`src/rtl/mul_pipe_param.sv`:
```
// mul_pipe_param: parametrised, handshaked RV32M multiplier pipeline.
//
// Shift-add partial products are accumulated over STAGES register stages.
// Each stage handles a slice of C = ceil(WIDTH/STAGES) multiplicand bits.
// Operands enter as sign-magnitude, and the last stage applies the final
// negation and selects the requested half of the product.
//
// Ports:
//   CLK, RST_N        clock (rising edge), asynchronous active-low reset
//   flush             synchronous kill of every in-flight op
//   in_valid/in_ready request handshake
//   in_op             00 MUL, 01 MULH, 10 MULHSU, 11 MULHU
//   in_a, in_b        multiplicand (rs1), multiplier (rs2)
//   in_tag            opaque tag carried to out_tag
//   out_valid/out_ready result handshake
//   out_result        selected WIDTH-bit half of the product
//   out_tag           tag of the presented result
module mul_pipe_param #(
  parameter int unsigned WIDTH  = 32,
  parameter int unsigned STAGES = 3,
  parameter int unsigned TAG_W  = 5
) (
  input  logic             CLK,
  input  logic             RST_N,
  input  logic             flush,
  input  logic             in_valid,
  output logic             in_ready,
  input  logic [1:0]       in_op,
  input  logic [WIDTH-1:0] in_a,
  input  logic [WIDTH-1:0] in_b,
  input  logic [TAG_W-1:0] in_tag,
  output logic             out_valid,
  input  logic             out_ready,
  output logic [WIDTH-1:0] out_result,
  output logic [TAG_W-1:0] out_tag
);

  localparam int unsigned C  = (WIDTH + STAGES - 1) / STAGES;
  localparam int unsigned PW = 2 * WIDTH;

  typedef enum logic [1:0] {
    OP_MUL    = 2'b00,
    OP_MULH   = 2'b01,
    OP_MULHSU = 2'b10,
    OP_MULHU  = 2'b11
  } op_e;

  // Per-stage inputs: index k is what stage k consumes (from issue or stage k-1).
  logic [STAGES-1:0] s_vin;
  logic [PW-1:0]     s_acc [STAGES];
  logic [WIDTH-1:0]  s_ma  [STAGES];
  logic [WIDTH-1:0]  s_mb  [STAGES];
  logic              s_neg [STAGES];
  op_e               s_op  [STAGES];
  logic [TAG_W-1:0]  s_tag [STAGES];

  logic [STAGES-1:0] vld;
  logic [STAGES-1:0] adv;

  // Issue: sign detection and magnitude formation.
  op_e              issue_op;
  logic             sign_a;
  logic             sign_b;
  logic [WIDTH-1:0] mag_a;
  logic [WIDTH-1:0] mag_b;

  always_comb begin
    issue_op = op_e'(in_op);
    sign_a   = in_a[WIDTH-1] & ((issue_op == OP_MULH) | (issue_op == OP_MULHSU));
    sign_b   = in_b[WIDTH-1] & (issue_op == OP_MULH);
    mag_a    = sign_a ? -in_a : in_a;
    mag_b    = sign_b ? -in_b : in_b;
  end

  assign s_vin[0] = in_valid;
  assign s_acc[0] = '0;
  assign s_ma[0]  = mag_a;
  assign s_mb[0]  = mag_b;
  assign s_neg[0] = sign_a ^ sign_b;
  assign s_op[0]  = issue_op;
  assign s_tag[0] = in_tag;

  // Advance chain, evaluated from the output backwards: a stage moves when
  // it is empty or the stage after it moves.
  always_comb begin : p_adv
    logic run;
    run = out_ready;
    adv = '0;
    for (int unsigned j = 0; j < STAGES; j++) begin
      run                 = ~vld[STAGES-1-j] | run;
      adv[STAGES-1-j]     = run;
    end
  end

  assign in_ready  = adv[0] & ~flush;
  assign out_valid = vld[STAGES-1];

  for (genvar k = 0; k < STAGES; k++) begin : g_stage
    localparam int unsigned LO = k * C;
    localparam int unsigned HI = ((k + 1) * C < WIDTH) ? (k + 1) * C : WIDTH;

    logic [PW-1:0] acc_nx;

    always_comb begin
      acc_nx = s_acc[k];
      for (int unsigned i = LO; i < HI; i++) begin
        if (s_ma[k][i]) acc_nx = acc_nx + ({{WIDTH{1'b0}}, s_mb[k]} << i);
      end
    end

    if (k < STAGES - 1) begin : g_mid
      logic             valid_q;
      logic [PW-1:0]    acc_q;
      logic [WIDTH-1:0] ma_q;
      logic [WIDTH-1:0] mb_q;
      logic             neg_q;
      op_e              op_q;
      logic [TAG_W-1:0] tag_q;

      always_ff @(posedge CLK or negedge RST_N) begin
        if (!RST_N) begin
          valid_q <= 1'b0;
          acc_q   <= '0;
          ma_q    <= '0;
          mb_q    <= '0;
          neg_q   <= 1'b0;
          op_q    <= OP_MUL;
          tag_q   <= '0;
        end else begin
          if (flush)       valid_q <= 1'b0;
          else if (adv[k]) valid_q <= s_vin[k];
          if (adv[k] && s_vin[k] && !flush) begin
            acc_q <= acc_nx;
            ma_q  <= s_ma[k];
            mb_q  <= s_mb[k];
            neg_q <= s_neg[k];
            op_q  <= s_op[k];
            tag_q <= s_tag[k];
          end
        end
      end

      assign vld[k]     = valid_q;
      assign s_vin[k+1] = valid_q;
      assign s_acc[k+1] = acc_q;
      assign s_ma[k+1]  = ma_q;
      assign s_mb[k+1]  = mb_q;
      assign s_neg[k+1] = neg_q;
      assign s_op[k+1]  = op_q;
      assign s_tag[k+1] = tag_q;
    end else begin : g_last
      // The final stage stores only the selected half, not the accumulator,
      // so the output register doubles as the last pipeline register.
      logic [PW-1:0]    prod;
      logic [WIDTH-1:0] res_nx;
      logic             valid_q;
      logic [WIDTH-1:0] res_q;
      logic [TAG_W-1:0] tag_q;

      always_comb begin
        prod   = s_neg[k] ? -acc_nx : acc_nx;
        res_nx = (s_op[k] == OP_MUL) ? prod[WIDTH-1:0] : prod[PW-1:WIDTH];
      end

      always_ff @(posedge CLK or negedge RST_N) begin
        if (!RST_N) begin
          valid_q <= 1'b0;
          res_q   <= '0;
          tag_q   <= '0;
        end else begin
          if (flush)       valid_q <= 1'b0;
          else if (adv[k]) valid_q <= s_vin[k];
          if (adv[k] && s_vin[k] && !flush) begin
            res_q <= res_nx;
            tag_q <= s_tag[k];
          end
        end
      end

      assign vld[k]     = valid_q;
      assign out_result = res_q;
      assign out_tag    = tag_q;
    end
  end

endmodule

```
`config.mk`:
```
export PLATFORM = sky130hd
export DESIGN_NAME = mul_pipe_param
export DESIGN_NICKNAME = d
export VERILOG_FILES = /design/src/rtl/mul_pipe_param.sv
export SDC_FILE = /design/constraint.sdc
export NUM_CORES = 2
export LEC_CHECK = 0
export CAP_MARGIN = 10
export CORE_UTILIZATION = 40
export CTS_BUF_LIST = sky130_fd_sc_hd__clkbuf_4 sky130_fd_sc_hd__clkbuf_8
export DETAILED_ROUTE_END_ITERATION = 12
export GPL_TIMING_DRIVEN = 0
export PLACE_DENSITY = 0.65
export SYNTH_ARGS = -nofsm -noshare
export SYNTH_HDL_FRONTEND = slang
export SYNTH_SLANG_ARGS = --single-unit
```
`constraint.sdc`:
```
create_clock -name CLK -period 24.6 [get_ports CLK]
set_input_delay 4.92 -clock CLK [delete_from_list [all_inputs] [get_ports CLK]]
set_output_delay 4.92 -clock CLK [all_outputs]
set_load 0.02 [all_outputs]
```
== Yosys cells after proc, flatten, opt, wreduce, memory -nomap -nowiden ==
Cells that the tools add are included.

* Add/subtract/negate cells: 34
* Reduce and logical (&&, ||, !) cells: 11
* Mux-type cells: 42
* Bitwise logic cells: 12
* Equality and inequality tests: 2

{| class="wikitable"
|+ Operator list
! kind !! number
|-
| 64-bit two-way mux || 32
|-
| 32-bit two-way mux || 4
|-
| 64-bit by 33-bit adder with 64-bit output || 1
|-
| 64-bit by 34-bit adder with 64-bit output || 1
|-
| 64-bit by 35-bit adder with 64-bit output || 1
|-
| 64-bit by 36-bit adder with 64-bit output || 1
|-
| 64-bit by 37-bit adder with 64-bit output || 1
|-
| 64-bit by 38-bit adder with 64-bit output || 1
|-
| 64-bit by 39-bit adder with 64-bit output || 1
|-
| 64-bit by 40-bit adder with 64-bit output || 1
|-
| 64-bit by 41-bit adder with 64-bit output || 1
|-
| 64-bit by 42-bit adder with 64-bit output || 1
|-
| 64-bit by 43-bit adder with 64-bit output || 1
|-
| 64-bit by 44-bit adder with 64-bit output || 1
|-
| 64-bit by 45-bit adder with 64-bit output || 1
|-
| 64-bit by 46-bit adder with 64-bit output || 1
|-
| 64-bit by 47-bit adder with 64-bit output || 1
|-
| 64-bit by 48-bit adder with 64-bit output || 1
|-
| 64-bit by 49-bit adder with 64-bit output || 1
|-
| 64-bit by 50-bit adder with 64-bit output || 1
|-
| 64-bit by 51-bit adder with 64-bit output || 1
|-
| 64-bit by 52-bit adder with 64-bit output || 1
|-
| 64-bit by 53-bit adder with 64-bit output || 1
|-
| 64-bit by 54-bit adder with 64-bit output || 1
|-
| 22 further kinds || 43
|}

* Register bits: 312
* Output and inout bits: 39
* Input port bits: 76
* Logic and storage cells: 118

== Longest topological paths before layout ==
* Depth in word-level cells: 25
* Gate-level depth with buffers: 106
* Depth with buffers taken out: 104

== Worst setup path after synthesis ==
OpenSTA, ideal clock, no wires.

* Path type: input port to flip-flop
* Start: in in_op[1]
* End: reg g_stage[0].g_mid.acc_q[40]
* Arrival: 22.083 ns
* Path buffers: 1
* Setup time: 0.136 ns
* Slack: 2.381 ns
* Stages: 94
* Data required time: 24.464 ns
* Path through: inv_1 -> ha_1 -> nand2_1 -> clkbuf_1 -> mux2i_1 -> inv_1 -> ha_1 -> a211oi_1 -> nor2_1 -> o21a_1 -> nor2_1 -> xnor2_1 -> nand2_1 -> o21ai_0 -> ha_1 -> o21a_1 -> o21ai_0 -> inv_1 -> [... 58 more ...] -> ha_1 -> and3_1 -> o221ai_1 -> nand2_1 -> o21a_1 -> o21ai_0 -> or3b_2 -> a21bo_2 -> ha_1 -> o21ai_0 -> o31ai_1 -> o41ai_1 -> o21ai_0 -> a21o_1 -> a21o_1 -> xor2_1 -> a221oi_1 -> a22oi_1

* Elaborated cells on any way between the ends: 28
* Classes of those cells: add/sub: 10; eq/ne: 2; mux: 13; bitwise: 3

{| class="wikitable"
|+ RTL lines
! element !! line !! text
|-
| from (decl) || 28 || <nowiki>input logic [1:0] in_op,</nowiki>
|-
| 2-bit by 1-bit equality test with 1-bit output (*) || 70 || <nowiki>sign_b = in_b[WIDTH-1] & (issue_op == OP_MULH);</nowiki>
|-
| 1-bit bitwise AND (*) || 70 ||
|-
| 32-bit two-way mux (*) || 72 || <nowiki>mag_b = sign_b ? -in_b : in_b;</nowiki>
|-
| net mag_b[1] || 65 || <nowiki>logic [WIDTH-1:0] mag_b;</nowiki>
|-
| 32-bit two-way mux || 107 || <nowiki>if (s_ma[k][i]) acc_nx = acc_nx + ({{WIDTH{1'b0}}, s_mb[k]} << i);</nowiki>
|-
| 64-bit by 33-bit adder with 64-bit output || 107 ||
|-
| 64-bit two-way mux || 107 ||
|-
| 64-bit by 34-bit adder with 64-bit output || 107 ||
|-
| [... 9 more ...] || - ||
|-
| 64-bit by 39-bit adder with 64-bit output || 107 ||
|-
| 64-bit two-way mux || 107 ||
|-
| 64-bit by 40-bit adder with 64-bit output || 107 ||
|-
| 64-bit two-way mux || 107 ||
|-
| 64-bit by 41-bit adder with 64-bit output || 107 ||
|-
| 64-bit two-way mux || 107 ||
|-
| 64-bit by 42-bit adder with 64-bit output || 107 ||
|-
| 64-bit two-way mux (*) || 107 ||
|-
| to (signal assigned) || 133 || <nowiki>acc_q <= acc_nx;</nowiki>
|-
| to (decl) || 113 || <nowiki>logic [PW-1:0] acc_q;</nowiki>
|}

Mark *: on every way through the listed nets, which the timed path passes. The rest lies on a longest branch.
A chain may end at the register's enable or synchronous reset.

== Worst setup path after layout ==
Same ends and word-level chain as after synthesis.

==> out/results.ini <==
[run_status]
status = finished clean

[placed_design]
dp_hpwl_mm = 282
gp_congestion = 1.05
placement.io_buffers = 112

[clock_tree]
cts.sinks = 248
clock_latency_ps = 720
hold_buffers = 0
root_buffer = clkbuf_8
clock_path_buffers = 3
cts.clk_slew.worst_paths_ps = 60
cts_made_buffers = 47
h-tree-depth = 2
cts_tree = done

[timing]
fin_tns_setup_ps = 0
fin_crit_sh_pct = 96.8
fin_worst_skew_ps = 77.6
finalSetupViolCount = 0
clock.fmax_ghz = 0.0420
tightest_slew_ps = 1420
slew_violations = 0
rsz0062_at_grt = true
period_minus_slack_ps = 23810
hold_violations = 0
relSlewSlack_pct = 5.22

[global_routing]
track_usage_pct = 34.6
antenna_found_initial = 19
grt_pass1_vias = 81900
grt_max_degree = 109
overflow = 0
grt_pass1_wl_mm = 512

[floorplan]
core_um2 = 188000
dieWidth_um = 438
ioPinCount = 115
row_count = 159
initial_utilization_pct = 40.4
die_y_um = 438
die-area_um2 = 192000

[yosys]
yosysTopAreaCell = ha_1
synth_cell_types = 125
synth_area_leaders = ha_1 (17%), dfrtp_1 (8.1%), a21oi_1 (6.7%)
yosysSeqAreaShare_pct = 8.15
yosysMostFrequentCell = nand2_1
syn_avg_cell_area_um2 = 7.03
synth-seq-cells = 248
yosys_warnings = 0
synth_ff_type = dfrtp_1
netlist_area_um2 = 76200
yosysTopAreaCellShare_pct = 16.9
synthArstFlopShare_pct = 100
synth_fp_nets = 12000
syn_inst = 10800
synth-edff-count = 0
yosys-top-cells-count = nand2_1 (1338), ha_1 (1031), a21oi_1 (1019)

[critical_path]
cp-end-kind = register
critPathMaxFanout = 10
critPathArrivalTime_ps = 24280
start_kind = input pin
critPathTopFamily = compound AO/OA/AOI/OAI gates
crit_path_frequent_cell = ha_1
critPathKind = input pin to register
critPathMaxStageDelay_ps = 470
cp.required_ps = 25080
critPathBufInv = 11
cp_slowest_cell = or3b_2

[flow_run]
drv_cap = 0

[drt]
routed-via-count = 88600
ant_nets = 0
viasPerCell = 6.51
drt-total-wl_mm = 349
post_drt_wl_per_cell_um = 25.6
drt_first_pass_iters = 8
drc_errors = 0
dr.first_iter.drc_count = 9802

[layout]
drive_gt1_share_pct = 6.35
nets = 12200
area_delta_synth_final_pct = 9.51

[hold_path]
worstHoldPathType = register to register

==> sequential cells by signal, indices dropped and copies added (netlist names) <==
register,flops
out_valid,1
out_result,32
g_stage.g_mid.op_q,4
g_stage.g_mid.acc_q,97
g_stage.g_mid.ma_q,31
g_stage.g_mid.neg_q,2
g_stage.g_mid.tag_q,10
g_stage.g_mid.valid_q,2
g_stage.g_mid.mb_q,64
out_tag,5
==> layout by cell type, fill, tap and decap left out, types with 42 or more instances in the layout <==
cell type	Yosys	layout
nand3_1	229	229
a211oi_1	135	128
a21oi_1	1019	1003
o21a_1	221	220
mux2i_1	112	108
nor2b_1	127	127
inv_1	423	417
clkdlybuf4s50_1	0	103
dfrtp_1	248	244
nor3_1	257	254
or3_1	129	129
a31oi_1	160	157
o211ai_1	82	82
nand4_1	89	89
and2_1	92	91
xnor2_1	500	484
mux2_2	184	184
nand2b_1	147	147
clkbuf_8	0	54
nor4_1	43	43
a211o_1	54	54
and3_1	115	115
or2_2	58	58
nand2_1	1338	1338
o21ai_0	807	797
buf_4	5	49
o31ai_1	122	117
o21bai_1	99	99
xor2_1	309	299
nor2_1	937	934
clkbuf_1	313	299
a21o_1	466	466
ha_1	1031	1027
o31a_1	42	42
==> routing by layer <==
| layer | vias to the layer above | track usage, % | part of all wire (%) |
|---|---|---|---|
| li1 | 40700 | - | - |
| met1 | 42300 | 43.8 | 40 |
| met2 | 4505 | 54.0 | 43 |
| met3 | 1071 | 6.15 | 9.4 |
| met4 | 14 | 21.9 | 7.4 |
| met5 | - | 0 | 0.027 |
==> worst min-delay path, stage by stage, from the launching register on <==
cell and delay [ps]:
dfrtp_1 340, nand2_1 50, nand2_1 50
==> layout make-up <==
type | instances | area [um^2]
diodes | 9 | 22.5
plain buffers | 383 | 1540
clock buffers | 69 | 856
clock inverters | 17 | 208
fillers | 19500 | 105000
inverters | 428 | 1630
multi-input cells | 9776 | 67500
flip-flops and latches | 248 | 6210
well taps | 2495 | 3120
repair buffers | 200 | 2280
==> through the flow <==
| step | hold slack (ps) | utilization (%) | std cells | cell area, um^2 | worst slack, ps |
|---|---|---|---|---|---|
| after CTS | 460 | 43.8 | 13600 | 82500 | 2.86 |
| after global routing | 479 | 44.3 | 13600 | 83400 | -226 |
| after global placement | 455 | 42.7 | 13400 | 80400 | -3980 |
| final | 455 | 44.3 | 13600 | 83400 | 792 |
| after detailed placement | 450 | 43.1 | 13500 | 81200 | -3340 |
| after floorplan | 439 | - | 10800 | 76200 | 2380 |
==> repair_timing <==
action / in CTS / in global routing
resized for setup: 50 / 109
endpoints found under the hold margin: 0 / 0
pin swaps: 2 / 13
endpoints found under the setup margin: 15 / 18
setup buffers: 9 / 33
==> path summary, 6_finish.rpt <==
kind	startpoint	end	slack, ps	cells after the start
min reg2reg	g_stage[1].g_mid.tag_q[2]$_DFFE_PN0P_	out_tag[2]$_DFFE_PN0P_	460	2
min in group asynchronous	RST_N	g_stage[0].g_mid.acc_q[3]$_DFFE_PN0P_	4110	1
min	g_stage[1].g_mid.tag_q[2]$_DFFE_PN0P_	out_tag[2]$_DFFE_PN0P_	460	2
max	in_op[1]	g_stage[0].g_mid.acc_q[40]$_DFFE_PN0P_	790	101
max in group asynchronous	RST_N	g_stage[0].g_mid.tag_q[2]$_DFFE_PN0P_	19530	2
max reg2reg	g_stage[1].g_mid.ma_q[22]$_DFFE_PN0P_	out_result[28]$_DFFE_PN0P_	940	83
==> cells by family after synthesis <==
kind of cell | after synthesis | synth area share, %
fa+ha+maj | 1062 | 17.8
flops | 248 | 8.15
buf+inv | 813 | 4.10
compound gates | 3856 | 33.4
xor+xnor | 809 | 9.30
simple gates | 3752 | 23.1
mux | 297 | 4.21
Power is not shown: default switching activity piles up to over one toggle a cycle in this logic, so the estimate is an artifact.
